$ cat src/rtl/bidirect_reg_seq_pkg.sv
// Shared constants for the bidirectional shift register and its command sequencer.
package bidirect_reg_seq_pkg;

  localparam int DEF_WIDTH = 4;

  // Register control encodings seen by bidirect_reg
  localparam logic [1:0] SEL_HOLD = 2'b00;
  localparam logic [1:0] SEL_SHR  = 2'b01;  // shift toward LSB, left_in enters MSB
  localparam logic [1:0] SEL_SHL  = 2'b10;  // shift toward MSB, right_in enters LSB
  localparam logic [1:0] SEL_LOAD = 2'b11;

  // Sequencer state codes
  localparam logic [1:0] ST_IDLE  = 2'd0;
  localparam logic [1:0] ST_LOAD  = 2'd1;
  localparam logic [1:0] ST_SHIFT = 2'd2;
  localparam logic [1:0] ST_DONE  = 2'd3;

  // Shift select for a command direction (0: toward LSB, 1: toward MSB)
  function automatic logic [1:0] shift_sel(input logic dir);
    return dir ? SEL_SHL : SEL_SHR;
  endfunction

endpackage

$ cat src/rtl/bidirect_reg_seq_cnt.sv
// Loadable down-counter tracking the remaining shifts of the current command.
module bidirect_reg_seq_cnt #(
  parameter int CNT_W = 3
) (
  input  logic             clk,
  input  logic             rst_n,
  input  logic             load,
  input  logic             dec,
  input  logic [CNT_W-1:0] load_val,
  output logic             last
);

  logic [CNT_W-1:0] count_reg;

  // Load has priority; decrement saturates at zero
  always_ff @(posedge clk or negedge rst_n) begin
    if (!rst_n) begin
      count_reg <= '0;
    end else if (load) begin
      count_reg <= load_val;
    end else if (dec && (count_reg != '0)) begin
      count_reg <= count_reg - 1'b1;
    end
  end

  // High while the final shift is in progress
  assign last = (count_reg == CNT_W'(1));

endmodule

$ cat src/rtl/bidirect_reg_seq.sv
// Command sequencer for bidirect_reg: parallel load followed by N shifts,
// emitting each bit as it falls off the end of the register.
module bidirect_reg_seq
  import bidirect_reg_seq_pkg::*;
#(
  parameter int WIDTH = DEF_WIDTH,
  parameter int CNT_W = $clog2(WIDTH + 1)
) (
  input  logic             clk,
  input  logic             rst_n,
  input  logic             cmd_valid,
  output logic             cmd_ready,
  input  logic [WIDTH-1:0] cmd_data,
  input  logic             cmd_dir,
  input  logic [CNT_W-1:0] cmd_shamt,
  input  logic             cmd_fill,
  output logic [1:0]       sel,
  output logic             left_in,
  output logic             right_in,
  output logic [WIDTH-1:0] parallel_in,
  input  logic [WIDTH-1:0] q_in,
  output logic             bit_valid,
  output logic             bit_out,
  output logic             busy,
  output logic             done
);

  localparam int IDX_W = (WIDTH > 1) ? $clog2(WIDTH) : 1;

  logic [1:0]       state_reg;
  logic [1:0]       state_next;
  logic [WIDTH-1:0] data_reg;
  logic             dir_reg;
  logic             fill_reg;
  logic [CNT_W-1:0] shamt_reg;
  logic [CNT_W-1:0] shamt_clamped;
  logic             accept;
  logic             cnt_last;
  logic [IDX_W-1:0] out_idx;

  assign accept        = (state_reg == ST_IDLE) && cmd_valid;
  assign shamt_clamped = (cmd_shamt > CNT_W'(WIDTH)) ? CNT_W'(WIDTH) : cmd_shamt;

  // Capture the command fields on the accepting edge; held for the whole command
  always_ff @(posedge clk or negedge rst_n) begin
    if (!rst_n) begin
      data_reg  <= '0;
      dir_reg   <= 1'b0;
      fill_reg  <= 1'b0;
      shamt_reg <= '0;
    end else if (accept) begin
      data_reg  <= cmd_data;
      dir_reg   <= cmd_dir;
      fill_reg  <= cmd_fill;
      shamt_reg <= shamt_clamped;
    end
  end

  bidirect_reg_seq_cnt #(
    .CNT_W (CNT_W)
  ) u_cnt (
    .clk      (clk),
    .rst_n    (rst_n),
    .load     (state_reg == ST_LOAD),
    .dec      (state_reg == ST_SHIFT),
    .load_val (shamt_reg),
    .last     (cnt_last)
  );

  // Next-state logic
  always_comb begin
    state_next = state_reg;
    case (state_reg)
      ST_IDLE:  if (accept) state_next = ST_LOAD;
      ST_LOAD:  state_next = (shamt_reg != '0) ? ST_SHIFT : ST_DONE;
      ST_SHIFT: if (cnt_last) state_next = ST_DONE;
      default:  state_next = ST_IDLE;
    endcase
  end

  // State register
  always_ff @(posedge clk or negedge rst_n) begin
    if (!rst_n) begin
      state_reg <= ST_IDLE;
    end else begin
      state_reg <= state_next;
    end
  end

  // The bit leaving the register sits at the end opposite the fill
  assign out_idx = dir_reg ? IDX_W'(WIDTH - 1) : '0;

  // Register-control and serial outputs decoded from state and captured fields only
  always_comb begin
    sel         = SEL_HOLD;
    parallel_in = '0;
    left_in     = 1'b0;
    right_in    = 1'b0;
    bit_valid   = 1'b0;
    bit_out     = 1'b0;
    case (state_reg)
      ST_LOAD: begin
        sel         = SEL_LOAD;
        parallel_in = data_reg;
      end
      ST_SHIFT: begin
        sel       = shift_sel(dir_reg);
        left_in   = !dir_reg && fill_reg;
        right_in  = dir_reg && fill_reg;
        bit_valid = 1'b1;
        bit_out   = q_in[out_idx];
      end
      default: ;
    endcase
  end

  assign busy      = (state_reg != ST_IDLE);
  assign done      = (state_reg == ST_DONE);
  assign cmd_ready = (state_reg == ST_IDLE) && rst_n;

endmodule

$ cat config.mk
export PLATFORM = sky130hd
export DESIGN_NAME = bidirect_reg_seq
export DESIGN_NICKNAME = d
export VERILOG_FILES = /design/src/rtl/bidirect_reg_seq_pkg.sv /design/src/rtl/bidirect_reg_seq_cnt.sv /design/src/rtl/bidirect_reg_seq.sv
export SDC_FILE = /design/constraint.sdc
export NUM_CORES = 1
export LEC_CHECK = 0
export CORE_MARGIN = 2
export CORE_UTILIZATION = 43
export DETAILED_ROUTE_END_ITERATION = 10
export PLACE_DENSITY = 0.86
export SLEW_MARGIN = 20
export SYNTH_ARGS = -nofsm -noshare
export SYNTH_HDL_FRONTEND = slang
export SYNTH_SLANG_ARGS = --single-unit
export TNS_END_PERCENT = 5
$ cat constraint.sdc
create_clock -name clk -period 1.8 [get_ports clk]
set_input_delay 0.27 -clock clk [delete_from_list [all_inputs] [get_ports clk]]
set_output_delay 0.27 -clock clk [all_outputs]
set_load 0.02 [all_outputs]
==> impl_metrics.toml, run 1 <==
[timing]
maxClockFrequency_ghz = 0.576
finalCritPeriodShare = 0.965
worst_slack_ps = 62.5
drv_slew = 0
worst_pin_slew_ps = 426
setup_viol = 0
finalHoldViolCount = 0
rsz0062_at_grt = "yes"
period_needed_ps = 1740
fin_skew_ps = 7.61
slew_headroom = 0.715

[power]
irDropWorstVdd_uv = 1350
power_leakage_nw = 0.560
powerDensity_mw_per_mm2 = 1710
power_mw = 1.98

[placed_design]
postPlaceCellArea_mm2 = 0.00115
dp.cells = 132
dpl.hpwl_mm = 1.36
gp_congestion = 0.798
place_ws_ps = -25.9
portBuffers = 26

[worst_setup_path]
end_kind = "output pin"
critPathMaxFanout = 8
cp_data_arrival_time_ps = 1470
crit_type = "reg2out"
crit_path_start_kind = "flop"
crit_required_ps = 1530

[min_path]
hold_class = "in2async"

[synthesis]
syn_inst = 78
syn_nets = 102
ys_top_cells_by_area = "dfrtp_1 (43%), ha_1 (12%), mux2_1 (9.6%)"
ys_seq_area_frac = 0.426
synthFlopType = "dfrtp_1"
synth_edf_count = 0
postSynthAreaPerCell_um2 = 10.6
yosysWarnings = 0
synth_cell_types = 23
async_flop_share = 1.00
syn-cell-area_um2 = 823
synth_top_area_share = 0.426
synthTopCellsByCount = "dfrtp_1 (14), ha_1 (8), mux2_1 (7)"
yosys.cell_count.top_type = "dfrtp_1"
synth_area_leader_cell = "dfrtp_1"
ys_ff_latch = 14

[run_status]
status = "finished, final reports clean"

[route]
vias = 652
ant_nets = 0
drcViolationCount = 0
drtIter0Drc = 7
first_pass_iters = 4
wl_per_cell_um = 12.8
routed_wl_mm = 1.75
via_per_inst = 4.79

[global_route]
grt_max_degree = 15
grt_first_pass_wirelength_mm = 2.82
first_global_vias = 669
grtUsageTotal = 0.182
antenna_found_initial = 0
gr-total-overflow = 0

[final_layout]
diodes = 0
drive_gt1_frac = 0.180
largest_reg_flops = 4
stdcell_count = 136
nets = 136
area_growth_pct = 40.4
design_area_mm2 = 0.00116
fillers = 150

[clocking]
clk_transition_reported_paths_ps = 90
htreeDepth = 1
clkLatencyLatePin_ps = 270
post-cts-setup-buffer-count = 0
ctsRootBufferMaster = "clkbuf_4"
cts_tree = "done"
numCtsBuffers = 3
cts_buffer_depth = 2
cts_sinks = 14

[die]
die_width_um = 47.8
die_h_um = 47.8
initial_core_util = 0.467
rows = 15
core_mm2 = 0.00176
num_io_pins = 29
die_area_mm2 = 0.00228

[job]
drv_cap = 0
[report_power, final]
part | internal, mW | switching [mW] | leakage [nW]
sequential | 0.477 | 0.113 | 0.170
combinational | 0.561 | 0.603 | 0.370
clock | 0.123 | 0.103 | 0.0210
[per-stage QoR]
stage | hold WS [ps] | TNS, ps | util
2_1_floorplan | -25.6 | 0 | -
3_3_place_gp | 467 | -18.8 | 0.650
3_5_place_dp | 495 | -50.5 | 0.650
4_1_cts | 401 | -43.9 | 0.667
5_1_grt | 419 | -99.4 | 0.655
6_report | 383 | 0 | 0.655
[worst paths after layout]
| kind | to | slack, ps | cells past startpoint | from |
|---|---|---|---|---|
| max in group asynchronous | state_reg[0]$_DFFE_PN0P_ | 1240 | 2 | rst_n |
| min reg2reg | data_reg[0]$_DFFE_PN0P_ | 500 | 1 | data_reg[0]$_DFFE_PN0P_ |
| max | bit_valid | 60 | 4 | state_reg[0]$_DFFE_PN0P_ |
| max reg2reg | state_reg[0]$_DFFE_PN0P_ | 80 | 6 | state_reg[1]$_DFFE_PN0P_ |
| min | fill_reg$_DFFE_PN0P_ | 380 | 2 | rst_n |
| min in group clk | data_reg[0]$_DFFE_PN0P_ | 500 | 1 | data_reg[0]$_DFFE_PN0P_ |
[cell families (layout without fill, tap and decap cells)]
logic type,after synthesis,in the layout,synth area share
multiplexers,10,10,0.135
AO/OA/AOI/OAI,11,11,0.0942
adder cells (fa/ha/maj),8,8,0.122
flip-flops,14,14,0.426
AND/OR/NAND/NOR,26,26,0.181
buffers and inverters,9,42,0.0425
[per-layer routing]
metal	routed length (um)	global-route usage	vias to the layer above
met5	0	0	-
met3	94	0.0491	2
met1	755	0.213	302
li1	-	-	330
met4	14	0.0486	0
met2	881	0.328	18
[timing repair]
| item | 4_1_cts | 5_1_grt |
|---|---|---|
| endpoints found under the setup margin | 12 | 13 |
| hold buffers | 0 | 0 |
| resized for setup | 17 | 14 |
[cell type report]
cell class              count  area [um2]  share of cell area
well taps                  25        31.3              0.0271
clock buffers               4        36.3              0.0314
inverters                   6        22.5              0.0195
flip-flops and latches     14         350               0.303
multi-input cells          55         443               0.383
repair buffers             32         273               0.236
[worst max-delay path, stage by stage (launching register included)]
cell and delay, ps:
dfrtp_1 380, inv_1 80, ha_2 240, buf_4 170, dlygate4sd2_1 330
[layout by cell type (no fill, tap or decap)]
cell type        instances
dfrtp_1                 14
buf_2                    2
nor4b_1                  2
inv_1                    6
nor2b_1                  4
buf_4                    6
ha_1                     6
clkbuf_4                 3
nand2_1                  4
o21a_1                   1
a221o_1                  2
clkbuf_2                 4
clkdlybuf4s15_1          2
clkbuf_8                 1
clkdlybuf4s50_1         13
a311oi_1                 1
ha_2                     2
and2_1                   5
dlymetal6s2s_1           1
a21boi_1                 1
mux2_2                   2
o21ai_0                  2
and3_1                   1
mux2i_1                  1
nor2_1                   5
dlygate4sd2_1            4
a21oi_1                  3
a2bb2oi_1                1
nand2b_1                 4
or4b_1                   1
mux2_1                   7
(Power assumes the default switching activity.)
==> inputs of run 2 (changes only) <==
Settings changed: GPL_ROUTABILITY_DRIVEN from default to 0, SYNTH_HIERARCHICAL from default to 1.
==> run 2 against run 1 <==
Compared with the run above:
- sequential power is 3% higher
- via count is 6.6% higher
- hold slack worse by 74 ps
- setup slack worse by 9.8 ps
- non-clock buffer count stayed put
- maximum frequency is 0.56% lower
- sequential cell count stayed put
- largest cell class unchanged
==> impl_metrics.toml, run 2 <==
[route]
via_per_inst = 5.11
drcViolationCount = 0
met1_length_um = 760
drtIter0Drc = 20
vias = 695
highest_layer = "met4"
wl_per_cell_um = 14.3
wl_met2_mm = 1.08
wl_met3_um = 65
routed_wl_mm = 1.95
ant_nets = 0
first_pass_iters = 4

[timing]
maxClockFrequency_ghz = 0.572
worst_slack_ps = 52.7
tns_ps = 0
worst_pin_slew_ps = 427
slew_headroom = 0.714
setup_viol = 0
finalCritPeriodShare = 0.971
finalHoldViolCount = 0
fin_skew_ps = 10.3
period_needed_ps = 1750
rsz0062_at_grt = "yes"
drv_slew = 0

[clocking]
numCtsBuffers = 3
cts_sinks = 14
ctsRootBufferMaster = "clkbuf_4"
cts_tree = "done"
post-cts-setup-buffer-count = 0
htreeDepth = 1
clk_transition_reported_paths_ps = 90
cts_buffer_depth = 2
clkLatencyLatePin_ps = 280

[synthesis]
ys_seq_area_frac = 0.432
syn_inst = 77
postSynthAreaPerCell_um2 = 10.5
synthTopCellsByCount = "dfrtp_1 (14), nand2_1 (8), ha_1 (7), mux2_1 (7), inv_1 (6)"
syn-cell-area_um2 = 811
ys_top_cells_by_area = "dfrtp_1 (43%), ha_1 (11%), mux2_1 (9.7%)"
synthFlopType = "dfrtp_1"
synth_xor_xnor_area_share = 0
syn_nets = 100
yosysWarnings = 6
synth_edf_count = 0
synth_top_family_by_area = "simple AND/OR/NAND/NOR gates"
synth_cell_types = 26
async_flop_share = 1.00
synth_compound_area_frac = 0.0880
synthAdderAreaFrac = 0.108
ys_ff_latch = 14
synth_top_area_share = 0.432
synth.mux.area_fraction = 0.150
synth_area_leader_cell = "dfrtp_1"
yosys.cell_count.top_type = "dfrtp_1"
yosys.area_share.simple = 0.188

[worst_setup_path]
cp_data_arrival_time_ps = 1480
rrSetupSlack_ps = 60
rr_endpoint = "state_reg[0]$_DFFE_PN0P_"
critPathMaxFanout = 3
crit_required_ps = 1530
startpoint = "state_reg[0]$_DFFE_PN0P_"
worstSetupEndpoint = "cmd_ready"
crit_path_start_kind = "flop"
crit_type = "reg2out"
end_kind = "output pin"
rr_worst_depth = 6
r2r_start = "state_reg[1]$_DFFE_PN0P_"

[die]
die_area_mm2 = 0.00225
num_io_pins = 29
core_mm2 = 0.00175
die_h_um = 47.4
die_width_um = 47.4
initial_core_util = 0.465
rows = 15

[global_route]
grt_max_degree = 15
grt_first_pass_wirelength_mm = 2.78
first_global_vias = 665
grtUsageTotal = 0.187
gr-total-overflow = 0
antenna_found_initial = 0

[placed_design]
dpl.hpwl_mm = 1.54
postPlaceCellArea_mm2 = 0.00114
dp.cells = 133
portBuffers = 26
place_ws_ps = -99.1

[final_layout]
drive_gt1_frac = 0.288
nets = 136
largest_reg_flops = 4
mostFrequentLayoutCells = "dfrtp_1 (14), clkdlybuf4s50_1 (13), nand2_1 (8), buf_4 (8), mux2_1 (7)"
diodes = 0
multiInputGateArea_um2 = 448
area_growth_pct = 42.7
stdcell_count = 136
design_area_mm2 = 0.00116
final_common_cell = "dfrtp_1"
fillers = 147
layout.area.seq_um2 = 350

[job]
drv_cap = 0

[power]
irDropWorstVdd_uv = 903
power_leakage_nw = 0.542
powerDensity_mw_per_mm2 = 1750

[run_status]
status = "finished, final reports clean"

[min_path]
hold_class = "in2async"
==> run 2: metal layers <==
metal,global-route usage,vias to the layer above
met2,0.316,21
met4,0.117,0
met5,0,-
li1,-,330
met3,0.0340,6
met1,0.218,338
==> run 2: cell families (layout without fill, tap and decap cells) <==
family,count (synthesis),after routing
AO/OA/AOI/OAI,11,11
adder cells (fa/ha/maj),7,7
buffers and inverters,7,41
flip-flops,14,14
multiplexers,11,11
AND/OR/NAND/NOR,27,27
==> run 2: repair_timing <==
action,in CTS,in global routing
pin swaps,0,1
resized for setup,33,11
endpoints found under the setup margin,14,10
hold buffers,0,0
==> run 2: layout make-up <==
class / instances / area share
Clock buffer: 3 / 0.0195
Multi-Input combinational cell: 56 / 0.387
Inverter: 6 / 0.0195
Tap cell: 25 / 0.0270
Sequential cell: 14 / 0.303
Timing Repair Buffer: 32 / 0.244
==> run 2: worst min path at each step <==
stage | slack [ps] | cells after the start | to
final | 310 | 2 | state_reg[1]$_DFFE_PN0P_
after global routing | 340 | 2 | u_cnt/count_reg[1]$_DFFE_PN0P_
after global placement | 470 | 1 | data_reg[1]$_DFFE_PN0P_
after CTS | 320 | 2 | state_reg[1]$_DFFE_PN0P_
after detailed placement | 480 | 1 | data_reg[3]$_DFFE_PN0P_
after floorplan | -30 | 0 | data_reg[0]$_DFFE_PN0P_
==> run 2: through the flow <==
step                      total power, mW  hold WS, ps  utilization
after global placement               1.82          467        0.654
after floorplan                      1.36        -25.6            -
after global routing                 2.17          342        0.663
after detailed placement             1.90          478        0.654
after CTS                            2.02          316        0.665
final                                2.02          309        0.663
==> run 2: where the power goes <==
part | internal (mW) | switching (mW)
registers | 0.477 | 0.129
logic | 0.598 | 0.645
clock network | 0.0775 | 0.0977
==> run 2: critical path, cell delays in order, from the launching register on <==
cell	delay (ps)
dfrtp_1	420
inv_1	90
ha_1	230
and2_1	150
clkdlybuf4s15_1	300
==> inputs of run 3 (changes only) <==
Settings changed: CORE_MARGIN 2 to default, PLACE_DENSITY 0.86 to 0.81, SKIP_LAST_GASP from default to 1.
==> run 3 against run 2 <==
Compared with the run above:
- the run now ends with negative setup slack left
- global-route usage down 0.20 points
- clock skew decreased by 9.6 ps
- critical path depth stayed put
- sequential share of layout area down 0.32 points
- first-iteration DRC count down 75%
- design area grew 1.1%
- die area decreased by 8.3%
- critical endpoint is now parallel_in[2]
==> impl_metrics.toml, run 3 (synthesis results as in run 2) <==
[worst_setup_path]
cp_data_arrival_time_ps = 1780
path_cells = "inv_1 -> ha_2 -> and2_2 -> clkdlybuf4s50_1"
startpoint = "state_reg[1]$_DFFE_PN0P_"
rr_worst_depth = 6
critPathMaxFanout = 8
cp_num_buf_inv = 2
worst-path-stages = 4
crit_required_ps = 1530
worstSetupEndpoint = "parallel_in[2]"
crit_family = "buffers and inverters"
crit_path_start_kind = "flop"
crit_type = "reg2out"
end_kind = "output pin"
rr_endpoint = "state_reg[1]$_DFFE_PN0P_"
critPathSlowestCell = "clkdlybuf4s50_1"
r2r_start = "state_reg[0]$_DFFE_PN0P_"
critPathMaxStageDelay_ps = 590
rrSetupSlack_ps = 180

[die]
rows = 15
num_io_pins = 29
initial_core_util = 0.465
core_mm2 = 0.00175
die_area_mm2 = 0.00206
die_h_um = 45.4
die_width_um = 45.4

[global_route]
gr-total-overflow = 0
grt_first_pass_wirelength_mm = 2.58
grtUsageTotal = 0.185
antenna_found_initial = 0
first_global_vias = 611
grt_max_degree = 15

[power]
powerDensity_mw_per_mm2 = 1710
p_int_mw = 1.18
power_switching_uw = 813
irDropWorstVdd_uv = 860
pwr-share-clk = 0.086
power_leakage_nw = 0.575
seq_power_share = 0.297
p_sw_frac = 0.407
combPwrFrac = 0.617

[final_layout]
nets = 137
final_common_cell = "clkdlybuf4s50_1"
area_growth_pct = 44.3
stdcell_count = 137
largest_reg_flops = 4
fillers = 156
diodes = 0
design_area_mm2 = 0.00117
drive_gt1_frac = 0.188
mostFrequentLayoutCells = "clkdlybuf4s50_1 (19), dfrtp_1 (14), nand2_1 (8)"

[placed_design]
portBuffers = 26
dpl.hpwl_mm = 1.34
place_ws_ps = -60.3
dp.cells = 134
postPlaceCellArea_mm2 = 0.00115

[timing]
tns_ps = -1150
hold_ws_ps = 364
period_needed_ps = 2050
fin_skew_ps = 0.705
worst_slack_ps = -253
setup_viol = 10
slew_headroom = 0.712
finalHoldViolCount = 0
worst_pin_slew_ps = 431
rsz0062_at_grt = "yes"
finalCritPeriodShare = 1.14
maxClockFrequency_ghz = 0.487
drv_slew = 0

[clocking]
numCtsBuffers = 3
ctsRootBufferMaster = "clkbuf_4"
cts_sinks = 14
htreeDepth = 1
clkLatencyLatePin_ps = 270
post-cts-setup-buffer-count = 0
holdBufCountCts = 0
clk_transition_reported_paths_ps = 80
cts_buffer_depth = 2
cts_tree = "done"

[job]
drv_cap = 0

[min_path]
hold_class = "in2async"

[run_status]
violations = "negative setup slack"
status = "finished, violations left"

[route]
wl_per_cell_um = 11.8
via_per_inst = 4.73
drtIter0Drc = 5
first_pass_iters = 4
routed_wl_mm = 1.62
vias = 648
ant_nets = 0
drcViolationCount = 0
-- run 3: repair_timing --
action / CTS / global route
resized for setup: 7 / 1
pin swaps: 0 / 0
setup endpoints to repair: 13 / 13
-- run 3: through the flow --
| step | total power [mW] | util |
|---|---|---|
| final | 2.00 | 0.670 |
| after CTS | 2.02 | 0.669 |
| after detailed placement | 1.89 | 0.659 |
| after global routing | 2.16 | 0.670 |
| after global placement | 1.82 | 0.659 |
| after floorplan | 1.36 | - |
-- run 3: worst min path at each step --
stage / end / slack (ps) / startpoint
3_3_place_gp: data_reg[1]$_DFFE_PN0P_ / 470 / data_reg[1]$_DFFE_PN0P_
4_1_cts: data_reg[1]$_DFFE_PN0P_ / 360 / rst_n
2_1_floorplan: data_reg[0]$_DFFE_PN0P_ / -30 / rst_n
6_report: dir_reg$_DFFE_PN0P_ / 360 / rst_n
5_1_grt: u_cnt/count_reg[0]$_DFFE_PN0P_ / 360 / rst_n
3_5_place_dp: data_reg[3]$_DFFE_PN0P_ / 480 / data_reg[3]$_DFFE_PN0P_
-- run 3: layout make-up --
cell class	instances	area (um2)	area share
clock buffer	3	22.5	0.0193
inverter	6	22.5	0.0193
multi-input combinational	56	435	0.372
sequential	14	350	0.299
tap	25	31.3	0.0267
timing repair buffer	33	308	0.263
-- run 3: power groups by stage --
stage	combinational, mW	sequential (mW)	clock [mW]
global placement	1.24	0.582	0
finish	1.23	0.592	0.172
CTS	1.25	0.595	0.178
detailed placement	1.28	0.601	0
global route	1.35	0.617	0.192
floorplan	0.794	0.567	0
-- run 3: per-layer routing --
| layer | vias to the layer above | track usage | share of wire |
|---|---|---|---|
| met5 | - | 0 | 0 |
| met4 | 0 | 0.127 | 0.010 |
| met3 | 2 | 0.0159 | 0.030 |
| met2 | 18 | 0.283 | 0.49 |
| met1 | 299 | 0.247 | 0.47 |
| li1 | 329 | - | - |
-- run 3: worst reg2reg max path, stage by stage, from the launching register on --
cell and delay [ps]:
dfrtp_1 400, inv_1 90, ha_1 230, inv_1 90, buf_4 140, o22ai_1 190, mux2_2 370
